`src/rtl/wake_sched_wheel_pkg.sv`:
```
// Shared types and sizing for the wakeup timing wheel.
// One slot holds the two broadcast lanes that drain in the same cycle.
package wake_sched_wheel_pkg;

  localparam int PREG_W      = 6;
  localparam int LAT_W       = 3;
  localparam int WHEEL_DEPTH = 1 << LAT_W;

  typedef struct packed {
    logic              vld;
    logic [PREG_W-1:0] pd;
  } wake_lane_t;

  typedef struct packed {
    wake_lane_t [1:0] lane;
  } wake_slot_t;

endpackage

```
`src/rtl/wake_slot_alloc.sv`:
```
// Lane allocator for the two issue ports.
// Port 0 has priority; port 1 sees port 0's lane when both hit one slot.
module wake_slot_alloc
  import wake_sched_wheel_pkg::*;
(
  input  logic [1:0] occ0,
  input  logic [1:0] occ1,
  input  logic       same_slot,
  input  logic       req0,
  input  logic       req1,
  input  logic       need0,
  input  logic       need1,
  output logic       gnt0,
  output logic       gnt1,
  output logic       lane0,
  output logic       lane1
);

  logic [1:0] eff1;

  always_comb begin
    gnt0  = req0 & (~need0 | ~(&occ0));
    lane0 = occ0[0];
    eff1  = occ1;
    // pd==0 grants take no lane, so only a real port-0 allocation blocks port 1
    if (same_slot && gnt0 && need0) begin
      eff1[lane0] = 1'b1;
    end
    gnt1  = req1 & (~need1 | ~(&eff1));
    lane1 = eff1[0];
  end

endmodule

```
`src/rtl/wake_sched_wheel.sv`:
```
// Wakeup broadcast scheduler: reserves a wake-bus lane exactly lat cycles ahead
// on an 8-slot timing wheel and drains one slot per cycle onto two lanes.
module wake_sched_wheel
  import wake_sched_wheel_pkg::*;
#(
  parameter int PREG_W = wake_sched_wheel_pkg::PREG_W,
  parameter int LAT_W  = wake_sched_wheel_pkg::LAT_W
) (
  input  logic              clk,
  input  logic              rst,
  input  logic              flush,
  input  logic              iss0_vld,
  input  logic [PREG_W-1:0] iss0_pd,
  input  logic [LAT_W-1:0]  iss0_lat,
  output logic              iss0_gnt,
  input  logic              iss1_vld,
  input  logic [PREG_W-1:0] iss1_pd,
  input  logic [LAT_W-1:0]  iss1_lat,
  output logic              iss1_gnt,
  output logic              wake_vld0,
  output logic [PREG_W-1:0] wake_pd0,
  output logic              wake_vld1,
  output logic [PREG_W-1:0] wake_pd1
);

  wake_slot_t        wheel_q [WHEEL_DEPTH];
  wake_slot_t        wheel_d [WHEEL_DEPTH];
  logic [LAT_W-1:0]  hp_q, hp_d, hp_nxt;
  logic [LAT_W-1:0]  tgt0, tgt1;
  logic              wake_vld0_q, wake_vld0_d, wake_vld1_q, wake_vld1_d;
  logic [PREG_W-1:0] wake_pd0_q, wake_pd0_d, wake_pd1_q, wake_pd1_d;
  logic [1:0]        occ0, occ1;
  logic              req0, req1, need0, need1;
  logic              gnt0, gnt1, lane0, lane1;
  wake_slot_t        drain;

  assign hp_nxt = hp_q + LAT_W'(1);
  assign tgt0   = hp_q + iss0_lat;
  assign tgt1   = hp_q + iss1_lat;
  assign occ0   = {wheel_q[tgt0].lane[1].vld, wheel_q[tgt0].lane[0].vld};
  assign occ1   = {wheel_q[tgt1].lane[1].vld, wheel_q[tgt1].lane[0].vld};
  assign req0   = iss0_vld & (|iss0_lat) & ~flush & ~rst;
  assign req1   = iss1_vld & (|iss1_lat) & ~flush & ~rst;
  assign need0  = |iss0_pd;
  assign need1  = |iss1_pd;

  wake_slot_alloc u_alloc (
    .occ0      (occ0),
    .occ1      (occ1),
    .same_slot (tgt0 == tgt1),
    .req0      (req0),
    .req1      (req1),
    .need0     (need0),
    .need1     (need1),
    .gnt0      (gnt0),
    .gnt1      (gnt1),
    .lane0     (lane0),
    .lane1     (lane1)
  );

  assign iss0_gnt = gnt0;
  assign iss1_gnt = gnt1;

  // Writes land before the drain read so lat==1 reservations bypass straight out
  always_comb begin
    for (int i = 0; i < WHEEL_DEPTH; i++) begin
      wheel_d[i] = wheel_q[i];
    end
    if (gnt0 && need0) begin
      wheel_d[tgt0].lane[lane0].vld = 1'b1;
      wheel_d[tgt0].lane[lane0].pd  = iss0_pd;
    end
    if (gnt1 && need1) begin
      wheel_d[tgt1].lane[lane1].vld = 1'b1;
      wheel_d[tgt1].lane[lane1].pd  = iss1_pd;
    end
    drain            = wheel_d[hp_nxt];
    wheel_d[hp_nxt]  = '0;
    hp_d             = hp_nxt;
    wake_vld0_d      = drain.lane[0].vld;
    wake_vld1_d      = drain.lane[1].vld;
    wake_pd0_d       = drain.lane[0].vld ? drain.lane[0].pd : wake_pd0_q;
    wake_pd1_d       = drain.lane[1].vld ? drain.lane[1].pd : wake_pd1_q;
    if (flush) begin
      for (int i = 0; i < WHEEL_DEPTH; i++) begin
        wheel_d[i] = '0;
      end
      wake_vld0_d = 1'b0;
      wake_vld1_d = 1'b0;
    end
  end

  always_ff @(posedge clk) begin
    if (rst) begin
      for (int i = 0; i < WHEEL_DEPTH; i++) begin
        wheel_q[i] <= '0;
      end
      hp_q        <= '0;
      wake_vld0_q <= 1'b0;
      wake_vld1_q <= 1'b0;
      wake_pd0_q  <= '0;
      wake_pd1_q  <= '0;
    end else begin
      for (int i = 0; i < WHEEL_DEPTH; i++) begin
        wheel_q[i] <= wheel_d[i];
      end
      hp_q        <= hp_d;
      wake_vld0_q <= wake_vld0_d;
      wake_vld1_q <= wake_vld1_d;
      wake_pd0_q  <= wake_pd0_d;
      wake_pd1_q  <= wake_pd1_d;
    end
  end

  assign wake_vld0 = wake_vld0_q;
  assign wake_vld1 = wake_vld1_q;
  assign wake_pd0  = wake_pd0_q;
  assign wake_pd1  = wake_pd1_q;

endmodule

```
`config.mk`:
```
export PLATFORM = sky130hd
export DESIGN_NAME = wake_sched_wheel
export DESIGN_NICKNAME = d
export VERILOG_FILES = /design/src/rtl/wake_sched_wheel_pkg.sv /design/src/rtl/wake_slot_alloc.sv /design/src/rtl/wake_sched_wheel.sv
export SDC_FILE = /design/constraint.sdc
export NUM_CORES = 1
export LEC_CHECK = 0
export ABC_CLOCK_PERIOD_IN_PS = 6700
export BUFFER_PORTS_ARGS = -buffer_cell sky130_fd_sc_hd__buf_2
export CAP_MARGIN = 20
export CORE_MARGIN = 1
export CORE_UTILIZATION = 60
export DETAILED_ROUTE_END_ITERATION = 16
export HOLD_SLACK_MARGIN = 0.06
export PLACE_DENSITY_LB_ADDON = 0.3
export RECOVER_POWER = 25
export SLEW_MARGIN = 10
export SYNTH_ARGS = -nofsm -noshare
export SYNTH_HDL_FRONTEND = slang
export SYNTH_HIERARCHICAL = 1
export SYNTH_SLANG_ARGS = --single-unit
```
`constraint.sdc`:
```
create_clock -name clk -period 6.7 [get_ports clk]
set_input_delay 1.34 -clock clk [delete_from_list [all_inputs] [get_ports clk]]
set_output_delay 1.34 -clock clk [all_outputs]
set_load 0.05 [all_outputs]
```
==> flow_summary.yaml <==
finish:
  mostFrequentLayoutCells: "nor2_1, dfxtp_1, nand2_1"
  final_common_cell: "nor2_1"
  finalInstanceArea_um2: 8790
  num-nets-final: 993
  drive_gt1_share_pct: 12.6
  syn2layout_area_growth_pct: 11.2
  diodes: 0
place:
  port_buffers: 38
  post_dp_cell_area_um2: 8230
  hpwl_um: 22200
  gp_congestion: 1.03
synth:
  synth_seq_cells: 129
  synth_warnings: 6
  synth_ff_type: "dfxtp_1"
  synth_edf_count: 0
  avgSynthCellArea_um2: 8.26
  ys_seq_area_share_pct: 32.7
  syn_area_um2: 7900
  mappedNetlistNets: 985
  ys_types: 87
  synthArstFlopShare_pct: 0
  netlist_instances: 957
global_route:
  grt_max_degree: 31
  antenna_found_initial: 0
  grt_pass1_wl_um: 48400
  grt_pass1_vias: 7981
  grt-ovfl-total: 0
  grt_use_total_pct: 49.6
power_and_ir_drop:
  p_comb_share_pct: 19.5
  powerDensity_nw_per_um2: 251
  switching_power_uw: 708
  switching_share_pct: 32.1
  p_seq_share_pct: 35.9
  p_int_uw: 1500
  pwr-share-clk_pct: 44.6
  vdd_drop_max_mv: 0.207
  leakage_uw: 0.00308
routing:
  drc_errors: 0
  drt_wl_total_um: 32800
  drtIter0Drc: 1730
  wire_per_inst_um: 28.5
  routed-via-count: 8819
  first_pass_iters: 7
  antenna_left: 0
  wl_met3_um: 5460
  highest_layer: "met4"
  drt-met1-wl_um: 11800
  routed_via_density: 7.68
  routed-wl-met2_um: 13100
floorplanning:
  dieArea_um2: 13600
  core_um2: 12700
  io_pins: 39
  die_height_um: 117
  start_util_pct: 62.1
  die_w_um: 117
  placementRows: 41
clock_tree:
  htree_levels: 4
  clkSinkCount: 129
  clock-root-buffer: "clkbuf_16"
  cts.clk_slew.worst_paths_ns: 0.06
  clk_latency_ns: 0.44
  cts_tree: "yes"
  cts.path.max_buffers: 2
  cts_setup_buffers: 0
  post_cts_resized: 0
  hold_buffers: 0
  cts_buffers: 17
timing:
  period_needed_ns: 6.11
  fin_tns_setup_ns: 0
  finalHoldViolations: 0
  fin_crit_sh_pct: 91.3
  worst_pin_slew_ns: 1.35
  drv_slew: 0
  fmax_mhz: 164
  slew_headroom_pct: 10.1
  rsz0062_at_grt: "false"
  setup_viol: 0
  finalClockSkew_ns: 0.0130
critical_path:
  ff2ff_path_depth: 17
  regToRegStartpoint: "hp_q[0]"
  end_kind: "register"
  crit_fanout: 19
  rr_endpoint: "wake_pd1[1]"
  cp.required_ns: 7.04
  r2r_slack_ns: 1.17
  arrival_ns: 6.46
  startpoint_type: "primary input"
  critical_path_class: "primary input to register"
hold_path:
  holdPathEnd: "wheel_q[1][11]"
  min_delay_path_depth: 2
  hold_path.class: "register to register"
  hold_start: "wheel_q[1][11]"
run:
  maxCapViolCount: 0
run_status:
  status: "completed"
==> cell families after synthesis <==
logic type                 count (synthesis)  share of synthesized area, %
DFF                                      129                          32.7
xor gates and xnor gates                   9                          1.74
adders and majority gates                  5                         0.982
muxes                                     29                          4.54
buffers and inverters                    104                          5.62
and+or+nand+nor                          370                          23.7
AOI/OAI and AO/OA                        311                          30.7
==> power groups by stage <==
stage | Sequential (uW) | Clock [uW] | Combinational [uW]
floorplan | 834 | 0 | 242
global placement | 808 | 0 | 407
detailed placement | 808 | 0 | 408
CTS | 792 | 974 | 410
global route | 793 | 1010 | 440
finish | 792 | 983 | 430
==> layer usage <==
layer	GRT usage [%]	up-vias
li1	-	3694
met1	62.4	4019
met2	69.9	873
met3	22.0	233
met4	29.4	0
met5	0	-
==> critical path, stage by stage <==
cell      delay [ns]
clkbuf_1        0.10
ha_1            0.16
inv_1           0.05
fa_1            0.67
buf_4           0.28
o311ai_0        0.19
a222oi_1        0.30
o21ai_0         0.22
nor2b_1         0.16
mux2i_1         0.08
o311a_1         0.47
and4b_1         0.32
o211ai_1        0.58
o311a_1         0.36
o22ai_1         0.12
or4_4           0.56
or3b_1          0.41
o31ai_1         0.09
==> how the worst max path moves through the flow <==
stage                startpoint     endpoint
global placement    iss1_lat[0]  wake_pd0[1]
detailed placement  iss1_lat[0]  wake_pd0[2]
CTS                 iss1_lat[0]     iss1_gnt
global route        iss0_lat[0]  wake_pd1[1]
finish              iss0_lat[0]  wake_pd1[1]
floorplan           iss0_lat[0]  wake_pd0[2]
==> through the flow <==
stage / utilization (%) / setup WS, ns / hold slack, ns / power [uW] / instances
6_report: 69.1 / 0.585 / 0.517 / 2210 / 1149
5_1_grt: 69.1 / 0.350 / 0.534 / 2240 / 1149
4_1_cts: 69.5 / 0.825 / 0.509 / 2180 / 1149
3_5_place_dp: 64.7 / 0.463 / 0.500 / 1220 / 1118
3_3_place_gp: 64.6 / 0.546 / 0.480 / 1220 / 1117
2_1_floorplan: - / 0.335 / 0.464 / 1080 / 957
==> sequential cells by signal, indices dropped and copies added (netlist names) <==
name / flops
wake_pd1: 6
hp_q: 3
wake_vld1: 1
wake_pd0: 6
wake_vld0: 1
wheel_q: 112
==> synth_stat cells (5+ instances only) <==
cell      instances  area, um2
o32ai_1          11       96.3
buf_2            10       50.1
o21ai_0          41        205
mux2_2            5       56.3
nor3_1           50        250
a221o_1          18        180
nor2_1          147        552
a31oi_1          19        119
and2_1            7       43.8
nand3_1          13       65.1
o211ai_2          5       62.6
a22oi_1          10       75.1
o211ai_1         16        120
o211a_1           6       60.1
clkbuf_1         68        255
mux2i_1          19        190
a211o_1          11       96.3
mux4_2            5        113
nand2_1          64        240
nor2b_1          14       87.6
a211oi_2          6       75.1
a21oi_1          25        125
nor4bb_1          7       70.1
nor3b_1          10       75.1
and3_1           13       81.3
a311oi_1          8       70.1
inv_1            17       63.8
a211oi_1         50        375
dfxtp_1         129       2580
a221oi_1         34        298
==> final cells by class <==
type / count / area (um2)
Clock buffer: 20 / 457
Clock inverter: 11 / 154
Fill cell: 1120 / 3930
Inverter: 18 / 67.6
Multi-Input combinational cell: 724 / 4880
Sequential cell: 129 / 2580
Tap cell: 172 / 215
Timing Repair Buffer: 75 / 432
Note: power is estimated with default switching activity, not from simulation.
